<file path="src/rtl/hax_floor_request_scheduler.sv">
// Floor-request scheduler: latches request pulses into a pending bitmap and offers
// one destination at a time to the elevator controller using a SCAN sweep policy.
module hax_floor_request_scheduler #(
  parameter int unsigned NUM_FLOORS = 10,
  parameter int unsigned FLOOR_W    = 4
) (
  input  logic                  CLOCK_50,
  input  logic                  reset,
  input  logic                  req_valid,
  input  logic [FLOOR_W-1:0]    req_floor,
  input  logic [FLOOR_W-1:0]    cur_floor,
  output logic                  target_valid,
  output logic [FLOOR_W-1:0]    target_floor,
  input  logic                  target_ready,
  input  logic                  arrived,
  output logic [NUM_FLOORS-1:0] pending,
  output logic                  dir_up,
  output logic                  req_dropped
);

  typedef enum logic [1:0] {StIdle, StSelect, StOffer, StWaitArrive} state_e;

  state_e state;

  logic [NUM_FLOORS-1:0] req_mask;
  logic [NUM_FLOORS-1:0] clr_mask;
  logic [NUM_FLOORS-1:0] pending_next;
  logic                  drop;

  // A request matching the floor being cleared this cycle is satisfied, not dropped.
  always_comb begin
    req_mask = '0;
    clr_mask = '0;
    for (int i = 0; i < int'(NUM_FLOORS); i++) begin
      req_mask[i] = req_valid && (req_floor == FLOOR_W'(i));
      clr_mask[i] = (state == StWaitArrive) && arrived && (target_floor == FLOOR_W'(i));
    end
    pending_next = (pending | req_mask) & ~clr_mask;
    drop = req_valid && (!(|req_mask) || (|(req_mask & pending & ~clr_mask)));
  end

  logic               hit;
  logic               up_found;
  logic               down_found;
  logic [FLOOR_W-1:0] up_sel;
  logic [FLOOR_W-1:0] down_sel;
  logic [FLOOR_W-1:0] sel_floor;
  logic               sel_dir;

  always_comb begin
    hit        = 1'b0;
    up_found   = 1'b0;
    down_found = 1'b0;
    up_sel     = '0;
    down_sel   = '0;
    // Descending scan keeps the lowest floor above; ascending keeps the highest below.
    for (int i = int'(NUM_FLOORS) - 1; i >= 0; i--) begin
      if (pending[i] && (FLOOR_W'(i) > cur_floor)) begin
        up_found = 1'b1;
        up_sel   = FLOOR_W'(i);
      end
    end
    for (int i = 0; i < int'(NUM_FLOORS); i++) begin
      if (pending[i] && (FLOOR_W'(i) < cur_floor)) begin
        down_found = 1'b1;
        down_sel   = FLOOR_W'(i);
      end
      if (pending[i] && (FLOOR_W'(i) == cur_floor)) begin
        hit = 1'b1;
      end
    end

    sel_floor = target_floor;
    sel_dir   = dir_up;
    if (hit) begin
      sel_floor = cur_floor;
    end else if (dir_up && up_found) begin
      sel_floor = up_sel;
    end else if (!dir_up && down_found) begin
      sel_floor = down_sel;
    end else if (up_found) begin
      sel_floor = up_sel;
      sel_dir   = 1'b1;
    end else if (down_found) begin
      sel_floor = down_sel;
      sel_dir   = 1'b0;
    end
  end

  always_ff @(posedge CLOCK_50) begin
    if (reset) begin
      state        <= StIdle;
      pending      <= '0;
      target_valid <= 1'b0;
      target_floor <= '0;
      dir_up       <= 1'b1;
      req_dropped  <= 1'b0;
    end else begin
      pending     <= pending_next;
      req_dropped <= drop;
      unique case (state)
        StIdle: begin
          if (|pending) state <= StSelect;
        end
        StSelect: begin
          target_floor <= sel_floor;
          dir_up       <= sel_dir;
          target_valid <= 1'b1;
          state        <= StOffer;
        end
        StOffer: begin
          if (target_ready) begin
            target_valid <= 1'b0;
            state        <= StWaitArrive;
          end
        end
        StWaitArrive: begin
          if (arrived) state <= StIdle;
        end
        default: state <= StIdle;
      endcase
    end
  end

endmodule

</file>
<file path="config.mk">
export PLATFORM = sky130hd
export DESIGN_NAME = hax_floor_request_scheduler
export DESIGN_NICKNAME = d
export VERILOG_FILES = /design/src/rtl/hax_floor_request_scheduler.sv
export SDC_FILE = /design/constraint.sdc
export NUM_CORES = 1
export LEC_CHECK = 0
export BUFFER_PORTS_ARGS = -buffer_cell sky130_fd_sc_hd__buf_2
export CAP_MARGIN = 20
export CORE_ASPECT_RATIO = 2
export CORE_MARGIN = 5
export CORE_UTILIZATION = 60
export CTS_CLUSTER_DIAMETER = 80
export DETAILED_ROUTE_END_ITERATION = 16
export PLACE_DENSITY = 0.95
export SLEW_MARGIN = 40
export SYNTH_ARGS = -nofsm -noshare
export SYNTH_HDL_FRONTEND = slang
export SYNTH_SLANG_ARGS = --single-unit
</file>
<file path="constraint.sdc">
create_clock -name CLOCK_50 -period 5.6 [get_ports CLOCK_50]
set_input_delay 1.12 -clock CLOCK_50 [delete_from_list [all_inputs] [get_ports CLOCK_50]]
set_output_delay 1.12 -clock CLOCK_50 [all_outputs]
set_load 0.01 [all_outputs]
</file>
==> run summary <==
The run finished with clean final reports. The logs give 255 for the number of instances in the synthesized netlist and 0.599 for the headroom to the max-slew limit. The area fraction in compound gates after synthesis works out to 0.345. Setup repair after global routing left no endpoint under its margin. Summed over all failing endpoints, the final setup total negative slack is 0 ns.

At the worst endpoint, the required time is 5.79 ns. Yosys printed 0 warnings. The worst hold-check path type was register to register. The power density of the placed cells is 219 nW/µm², and the routed via count divided by cell count is 7.28. The run gives 0.622 as the starting density of the core. The kind of start point of the critical path is an input pin. Entering global routing, the biggest net connects 28 pins. In this run the deepest clock path goes through 2 buffers. For this run, design rule violations remaining after detail routing come to 0. Counting every sink on the clock net gives 19. The overall fraction of global-route tracks in use came out at 0.261.

The count of cells in the finished layout, fillers not included, comes to 297. The tools report the quantity of hold-fixing buffers added after cts as 0. The run gives 272 as the synthesized netlist net count. The run gives 5.73 mm as the post-detailed-routing wire length. Traced cell by cell, the critical path runs through buf_2, or3b_2, a41oi_1, or4_4, o31a_1, a21boi_1, a31oi_1. The worst stage delay on the critical path is 0.59 ns, and the number of endpoints failing setup at the final stage is 0. The area inside the core boundary is 2940 µm², and the number of routed nets with antenna violations is 0.

At the later pin of the worst-skew pair, clock insertion delay measures 0.25 ns. By area, the combinational part of the netlist is dominated by compound AO/OA/AOI/OAI gates. The mean cell area of the mapped netlist was 7.17 µm². The number of enable-type register cells in the synthesized netlist came out at 0. The multi-input combinational cells in the finished layout cover a total of 1310 µm². The count of pins over their slew limit is 0.

Buffer and inverter count on the worst path: 1. The fraction of layout cells with a size suffix above 1 came out at 0.161. Counting tap cells, the placed design contains a total of 293 instances. The tools report the fraction of power consumed by combinational cells as 0.365. Sequential-to-total area share from yosys stat: 0.208. The minimum period implied by the final worst setup slack was 3.02 ns. The initial antenna violation count was 0. On the critical path, the stage with the largest delay is an instance of or4_4.

VDD sags by at most 195 µV. Once detailed placement completed, the half-perimeter wirelength came to 4.10 mm. Timing would allow up to 331 MHz. Registers take 380 µm². The number of buffer cells added on primary ports works out to 29. Simple-gate share of the synthesized area: 0.311.

Across the run, the number of max-cap violations was 0. Switching part of the total: 0.384. Buffers inserted during clock tree synthesis total 3. The worst setup path is captured at a register. The layout has 272 filler cells. The async set-reset flop share out of synthesis is 0, and the multiplexer area fraction after synthesis is 0.0294. The fraction of the mapped netlist area in adder cells is 0.0274. Across all layers, the routed design uses 2162 vias. In this run the cell area of the synthesized design comes to 1830 µm². The analysis attributes to cell leakage a power of 0.000770 µW. Relative to the synthesized area, the layout overhead comes to 6.91%. The fraction of power consumed by the clock network is 0.224. The tools report the number of nets in the layout as 285. Grouping stages by cell kind, the critical path spends the most delay in compound AO/OA/AOI/OAI gates. Once the clock tree was built, the resizer swapped 0 gates to a different size. Row generation in the floorplan step produced 28 rows. From bottom edge to top edge, the die measures 88.1 µm.

The first detailed-routing pass ran for 8 iterations. The share of the cycle needed by the critical path after routing was 0.540. The data arrival time of the critical path was 3.21 ns.

In this run the power spent charging and discharging nets is 165 µW. The maximum level of the CTS H-tree was 1. The floorplan step set the die width to 49.0 µm. After detailed routing, the average wire length per cell comes to 19.3 µm. The worst-case register-to-register setup slack is 3.30 ns, and the number of global-route vias before repair is 1999. The xor and xnor area share after synthesis works out to 0. The final count of hold timing violations is 0, and the largest clock skew in the final design is 0.00148 ns.

Wire length of the first global-routing pass: 9.11 mm. The path type of the worst setup path is input pin to register. 0 antenna diodes ended up in the layout. At the pin with the least slew margin, the transition time is 0.596 ns.

The tools report the library cell used as clock root buffer as clkbuf_8. The run gives 30 as the top-level port count. The internal power of the cells totals 264 µW.

After synthesis the netlist holds a flip-flop and latch count of 19. Clock-pin slew was measured on the worst setup and hold paths at 0.07 ns. Number of buffers added for setup after CTS: 0. TritonCTS built the clock tree. At the end of routability-driven placement, the weighted congestion stood at 1.03. In the synthesized netlist the dominant register cell turns out to be dfxtp_1. The number of unique standard cell types used by synthesis was 61. For the total grt overflow, the log shows 0. The portion of total power attributed to sequential cells was 0.412; the die area was 4320 µm².

The tools report the initial detailed-routing violation count as 112. Along the worst path, the maximum fanout reaches 27.
==> logic make-up (layout without fill, tap and decap cells) <==
| group | Yosys count | count (layout) |
|---|---|---|
| flops | 19 | 19 |
| compound gates | 88 | 88 |
| simple gates | 107 | 107 |
| fa+ha+maj | 4 | 4 |
| mux | 5 | 5 |
| buf+inv | 32 | 44 |
==> power groups by stage <==
stage               Combinational, µW  Sequential (µW)  Clock (µW)
finish                            156              177        96.0
global route                      175              179         106
CTS                               156              175        97.3
detailed placement                154              179           0
global placement                  150              178           0
floorplan                         115              174           0
==> layout by cell type, fill, tap and decap left out, drive strengths merged, types with 3 or more instances in the layout <==
master  netlist  final
a21oi        13     13
nand3b        3      3
nand3         7      7
nor3         10     10
ha            4      4
o21ai        20     20
nand2b        5      5
nand2        20     20
nor3b         4      4
nor2         33     33
o22ai         6      6
nor2b         4      4
o211ai        6      6
a21boi        3      3
o31a          3      3
mux2          3      3
clkbuf       11      3
inv          10     10
a32oi         3      3
dfxtp        19     19
nor4          3      3
buf          10     29
o21a          4      4
nand4         4      4
or4           3      3
a31oi         3      3
and3          3      3
==> state kept, by name, indices dropped and copies added (netlist names) <==
register      count
pending          10
target_floor      4
state             2
target_valid      1
dir_up            1
req_dropped       1
==> Yosys cell counts (2+ instances only) <==
master    instances  area, µm²
nand3_1           7       35.0
o221ai_1          2       17.5
nor2_1           33        124
a41oi_1           2       17.5
or4_1             2       15.0
nor4_1            2       12.5
a221oi_1          2       17.5
nand3b_1          3       22.5
nor2b_1           4       25.0
o31a_1            3       26.3
a21oi_1          13       65.1
buf_6             2       22.5
or3b_2            2       17.5
o32ai_1           2       17.5
a21boi_1          2       15.0
a41o_1            2       20.0
o211ai_1          6       45.0
o21a_1            4       30.0
nor3b_1           4       30.0
o311ai_0          2       17.5
dfxtp_1          19        380
a211oi_1          2       15.0
clkbuf_1         11       41.3
nand2_1          20       75.1
o211a_1           2       20.0
buf_2             7       35.0
mux2_2            2       22.5
a31oi_1           3       18.8
a32oi_1           3       26.3
o21ai_0          20        100
mux2i_1           2       20.0
a22oi_1           2       15.0
and3_1            3       18.8
ha_1              4       50.1
o22ai_1           6       37.5
nand4_1           3       18.8
nor3_1           10       50.1
nand2b_1          5       31.3
inv_1            10       37.5
==> worst paths after layout <==
path / from / to / cells past startpoint
max reg2reg: pending[5]$_SDFF_PP0_ / target_floor[2]$_SDFFE_PP0P_ / 6
min: target_valid$_SDFFE_PP0P_ / target_valid$_SDFFE_PP0P_ / 2
max: cur_floor[1] / target_floor[2]$_SDFFE_PP0P_ / 7
min reg2reg: target_valid$_SDFFE_PP0P_ / target_valid$_SDFFE_PP0P_ / 2
==> routing by layer <==
metal,part of all wire,vias up,global-route usage
li1,-,985,-
met2,0.52,148,0.462
met5,0,-,0
met3,0.089,36,0.0460
met1,0.33,993,0.261
met4,0.065,0,0.208
==> stage by stage <==
step	instance area, µm²	util	total power (µW)	hold WS (ns)	setup WS, ns
6_report	1960	0.665	429	0.494	2.58
2_1_floorplan	1830	-	289	0.510	2.76
5_1_grt	1960	0.665	460	0.539	2.52
3_5_place_dp	1910	0.649	333	0.485	2.35
3_3_place_gp	1910	0.649	328	0.479	2.43
4_1_cts	1960	0.665	429	0.504	2.61
==> worst register-to-register path, stage by stage (launching register included) <==
cell      delay [ns]
dfxtp_1         0.62
or3b_2          0.52
a41oi_1         0.29
or4_4           0.22
o31a_1          0.23
a21boi_1        0.20
a31oi_1         0.10
==> cell type report <==
| type | count | area share |
|---|---|---|
| clock buffers | 3 | 0.0211 |
| clock inverters | 1 | 0.00256 |
| inverters | 11 | 0.0211 |
| multi-input cells | 204 | 0.667 |
| flip-flops and latches | 19 | 0.194 |
| well taps | 30 | 0.0192 |
| repair buffers | 29 | 0.0742 |
Power figures use the tool's default switching activity.
